[config.mk]
export PLATFORM = sky130hd
export DESIGN_NAME = fifo_rd_stream
export DESIGN_NICKNAME = d
export VERILOG_FILES = /design/src/rtl/fifo_rd_stream.sv
export SDC_FILE = /design/constraint.sdc
export NUM_CORES = 1
export LEC_CHECK = 0
export BUFFER_PORTS_ARGS = -buffer_cell sky130_fd_sc_hd__buf_4
export CORE_MARGIN = 8
export CORE_UTILIZATION = 33
export DETAILED_ROUTE_END_ITERATION = 8
export HOLD_SLACK_MARGIN = 0.08
export SLEW_MARGIN = 30
export SYNTH_ARGS = -nofsm -noshare
export SYNTH_HDL_FRONTEND = slang
export SYNTH_SLANG_ARGS = --single-unit
[constraint.sdc]
create_clock -name rd_clk -period 8.35 [get_ports rd_clk]
set_input_delay 2.505 -clock rd_clk [delete_from_list [all_inputs] [get_ports rd_clk]]
set_output_delay 2.505 -clock rd_clk [all_outputs]
set_load 0.02 [all_outputs]
[src/rtl/fifo_rd_stream.sv]
// fifo_rd_stream: drains the FIFO read port into a 2-entry valid/ready skid buffer and counts the words delivered.
// Optional macro RD_PARITY_EN adds m_parity, which is stored with each entry so it stays aligned with m_data.
module fifo_rd_stream #(
  parameter int DATA_SIZE = 8,
  parameter int CNT_W = 16
) (
  input  logic                 rd_clk,
  input  logic                 rd_rst,
  input  logic                 rd_en,
  input  logic                 rd_empty,
  input  logic [DATA_SIZE-1:0] rd_data,
  output logic                 rd_inc,
  output logic                 m_valid,
  output logic [DATA_SIZE-1:0] m_data,
  input  logic                 m_ready,
  output logic [1:0]           occ,
`ifdef RD_PARITY_EN
  output logic                 m_parity,
`endif
  output logic [CNT_W-1:0]     word_cnt
);
  typedef enum logic [1:0] {EMPTY = 2'd0, ONE = 2'd1, TWO = 2'd2} state_t;
`ifdef RD_PARITY_EN
  localparam int W = DATA_SIZE + 1;
`else
  localparam int W = DATA_SIZE;
`endif
  state_t state, nxt;
  logic [W-1:0] e0, e1, e0_n, e1_n, din;
  logic push, pop;
`ifdef RD_PARITY_EN
  assign din = {^rd_data, rd_data};
  assign m_parity = e0[DATA_SIZE];
`else
  assign din = rd_data;
`endif
  // Pop decision uses only registered occupancy, keeping m_ready off the rd_inc path.
  assign rd_inc = rd_en && !rd_empty && (state != TWO) && !rd_rst;
  assign push = rd_inc;
  assign pop = m_valid && m_ready;
  assign m_valid = state != EMPTY;
  assign m_data = e0[DATA_SIZE-1:0];
  assign occ = state;
  always_ff @(posedge rd_clk or posedge rd_rst) begin
    if (rd_rst) begin
      state <= EMPTY;
      e0 <= '0;
      e1 <= '0;
      word_cnt <= '0;
    end else begin
      state <= nxt;
      e0 <= e0_n;
      e1 <= e1_n;
      if (pop) word_cnt <= word_cnt + 1'b1;
    end
  end
  always_comb begin
    nxt = state;
    e0_n = e0;
    e1_n = e1;
    case (state)
      EMPTY: if (push) begin
        nxt = ONE;
        e0_n = din;
      end
      ONE: if (push && !pop) begin
        nxt = TWO;
        e1_n = din;
      end else if (pop && !push) begin
        nxt = EMPTY;
      end else if (push && pop) begin
        e0_n = din;
      end
      TWO: if (pop) begin
        nxt = ONE;
        e0_n = e1;
      end
      default: nxt = EMPTY;
    endcase
  end
endmodule
* Word level (Yosys, flattened, before mapping)
Cells that the tools add are included.
** Cells by class
- $add $sub $neg :: 1
- Equality and inequality tests :: 9
- Multiplexer cells :: 11
- Reduce and logical (&&, ||, !) cells :: 17
** Operators by type and width (count)
- $mux W8 :: 5
- $pmux W8 S3 :: 1
- $add A16 B1 Y16 const B :: 1
- $ne A2 B2 Y1 const B :: 6
- $mux W2 :: 4
- $logic_and A1 B1 Y1 :: 7
- $pmux W2 S3 :: 1
- $reduce_and A6 Y1 :: 1
- $logic_not A1 Y1 :: 4
- $ne A3 B3 Y1 const B :: 1
- $reduce_and A3 Y1 :: 1
- $reduce_bool A3 Y1 :: 1
- $eq A2 B1 Y1 const B :: 1
- $eq A2 B2 Y1 const B :: 1
- $logic_not A2 Y1 :: 1
- $reduce_and A2 Y1 :: 1
- $reduce_bool A2 Y1 :: 1
** Word-level totals
- Register bits after elaboration :: 34
- Input port bits :: 13

* Longest topological paths before layout
- Depth after elaboration :: 9
- Mapped depth :: 11
- Depth with buffers taken out :: 9

* Least setup slack after synthesis
OpenSTA, ideal clock, no wires.
- Kind :: input -> output
- Start :: input port rd_rst
- End :: output port rd_inc
- Arrival time :: 3.898 ns
- Path slack :: 1.947 ns
- Stages on the path :: 4
- Buffers on the path :: 0
- Path through :: inv_1 nand2_1 or3_1 inv_1
** On the way
- Cells in the longest elaborated chain, start to end :: 2
** RTL lines
- start: declaration :: line 8 : input logic rd_rst,
- $logic_not A1 Y1 (no line)
- $logic_and A1 B1 Y1 :: line 38 : assign rd_inc = rd_en && !rd_empty && (state != TWO) && !rd_rst;
- end: declaration :: line 12 : output logic rd_inc,
Every way passes these cells.

* Worst setup path after layout
Ends and elaborated chain as after synthesis.

==> run metrics <==
most used flip-flop cell after synthesis sky130_fd_sc_hd__dfrtp_1; Least-Margin Pin Slew 0.692 ns; slowest CP cell sky130_fd_sc_hd__buf_4; share of final-layout standard cells stronger than drive strength 1 about 36%; pin count of the biggest net entering global routing 36; max-slew violation total from the final report 0; sequential element share of the synthesized area 54.5%; Max-slew headroom 53.5%; number of synthesized flops with an enable pin 0; accumulated negative setup slack 0 ns; commonest non-fill, non-tap cells in the layout sky130_fd_sc_hd__buf_4 (41), sky130_fd_sc_hd__dfrtp_1 (34), sky130_fd_sc_hd__xnor2_1 (12); Detailed Route Iter0 Violations 20; number of antenna violations at the first check in global routing 0; Crit path top cell by count sky130_fd_sc_hd__buf_4; power density normalized to cell area 298 mW/mm²; outcome completed; initial core utilization 33.7%; number of hold-slack violations in the final timing report 0; worst-skew pair later-pin latency 0.28 ns; CTS root buffer sky130_fd_sc_hd__clkbuf_8; layout overhead on the synthesized area 27.8%; cell depth of the worst flop-to-flop path 8; number of optimization iterations in the first detailed-route pass 4; reg-to-reg setup timing slack 5.50 ns; worst hold endpoint word_cnt[15]$_DFFE_PP0P_; Antenna Violating Nets Remaining 0; final layout net count between 150 and 200; Die Outline Area 0.00718 mm²; final critical delay including setup and external delays 6.27 ns; Fill cells between 400 and 500; cell area after technology mapping 0.00156 mm²; routed length per placed instance 14.6 µm; Ports 41; worst hold path startpoint word_cnt[15]$_DFFE_PP0P_; number of register bits inferred by synthesis 34; post-layout total power 0.595 mW; global-route wire length before repair between 5 and 6 mm; overall via count from detail_route 1106; Hold Crit Depth 1; number of resized instances in the post-cts repair step 0; Crit path largest cell delay 0.37 ns; final weighted congestion in routability-driven placement approximately 0.7; Synthesized Nets 146; leakage 0.925 nW; H-tree levels 2; worst setup path class input pin to output pin; crit path cell chain buf_4 -> inv_1 -> buf_4 -> nand2_1 -> or3_1 -> inv_1 -> buf_4; Final Util a little over two fifths; aggregate global routing overflow 0; hpwl dp 2.55 mm; hold_buf cts 0; diode count 0; type of element launching the critical path input pin; register area 851 µm²; number of global-route vias before repair 1242; post-synth cell types 32; worst voltage drop across the vdd grid 0.000136 V; count of warnings emitted by yosys 0; post-synthesis cell count between 100 and 150; detailed-route wire length around 3.3 mm; asr flop ratio synth 100%; final setup vio count 0; number of buffers added on ports 40; commonest non-fill, non-tap cell in the layout sky130_fd_sc_hd__buf_4; data required time at the worst endpoint 5.85 ns; maxcap violations 0; CTS tree done; achievable clock frequency roughly 0.16 GHz; placeable core area roughly 0.0046 mm²; Mapped Avg Cell Area 12.1 µm²; number of buffers inserted during clock tree synthesis 5; worst setup skew after layout approximately 0.0028 ns; setup repair after global routing missed its margin false; clk slew on worst S/H paths 0.06 ns; Post-CTS Repair Setup Buffers 0; capture point of the worst reg-to-reg path m_data[2]$_DFFE_PP0P_; count of unresolved DRC violations after routing 0; clock tree buffer depth 2; Final period util 75.0%; vias per cell 4.85; type of destination of the critical path output pin; floorplan row count 25; worst hold path class flop to flop; area used by multi-input combinational logic 673 µm²; gr usage total about a tenth; worst-path fanout max 35; x dimension of the die 84.8 µm; critical path data arrival time 3.76 ns; height of the die ~85 µm; startpoint of the lowest-slack register-to-register path occ[1]$_DFFE_PP0P_; total number of clock tree sinks 34
-- critical path, delay by kind of cell --
family | cells | cell delay, ns
AND/OR/NAND/NOR | 2 | 0.46
buffers and inverters | 5 | 0.78
-- state kept, by name, indices dropped and copies added, names as in the netlist --
register / count
e1: 8
occ: 2
word_cnt: 16
m_data: 8
-- stage by stage --
stage | hold slack (ns) | setup slack (ns) | cells | area (µm²)
after global routing | 0.481 | 1.95 | 228 | 1990
after detailed placement | 0.468 | 2.04 | 221 | 1920
after global placement | 0.463 | 2.07 | 221 | 1920
after floorplan | 0.479 | 1.95 | 129 | 1560
after CTS | 0.476 | 2.04 | 228 | 1990
final | 0.470 | 2.08 | 228 | 1990
-- routing by layer --
metal,routed length (µm),track usage (%),vias to the layer above
met2,1540,17.3,36
met4,57,3.07,0
li1,-,-,534
met1,1520,10.7,528
met5,0,0,-
met3,217,4.88,8
-- power by group --
group	switching, mW	internal (mW)
combinational	0.118	0.102
sequential	0.0464	0.219
clock	0.0521	0.0573
-- synthesized netlist by cell type (all sizes together), types with 3 or more instances --
cell	n	share of area, %
nor2	9	2.2
xor2	3	1.7
mux2	8	5.8
mux2i	8	5.1
nand2	8	1.9
nand3	4	1.3
xnor2	12	6.7
inv	5	1.2
dfrtp	34	55
ha	4	3.2
nand4	4	1.6
a21oi	9	3.4
-- cell type report --
class / count / share of cell area, %
repair buffers: 41 / 15.4
multi-input cells: 87 / 33.8
flip-flops and latches: 34 / 42.7
clock buffers: 7 / 3.83
well taps: 54 / 3.39
inverters: 5 / 0.941
-- logic make-up (layout without fill, tap and decap cells) --
| kind of cell | count (synthesis) | count (layout) | synth area share, % |
|---|---|---|---|
| fa+ha+maj | 4 | 4 | 3.21 |
| buf+inv | 8 | 53 | 2.49 |
| mux | 16 | 16 | 10.9 |
| xor+xnor | 15 | 15 | 8.42 |
| compound gates | 14 | 14 | 6.66 |
| simple gates | 38 | 38 | 13.8 |
| flops | 34 | 34 | 54.5 |
-- worst max path at each step --
stage              to    from  cells past startpoint  slack (ns)
3_3_place_gp   rd_inc  rd_rst                      7        2.07
4_1_cts        rd_inc  rd_rst                      7        2.04
3_5_place_dp   rd_inc  rd_rst                      7        2.04
2_1_floorplan  rd_inc  rd_rst                      4        1.95
5_1_grt        rd_inc  rd_rst                      7        1.95
6_report       rd_inc  rd_rst                      7        2.08
No activity file was read; power rests on OpenSTA's default activity.
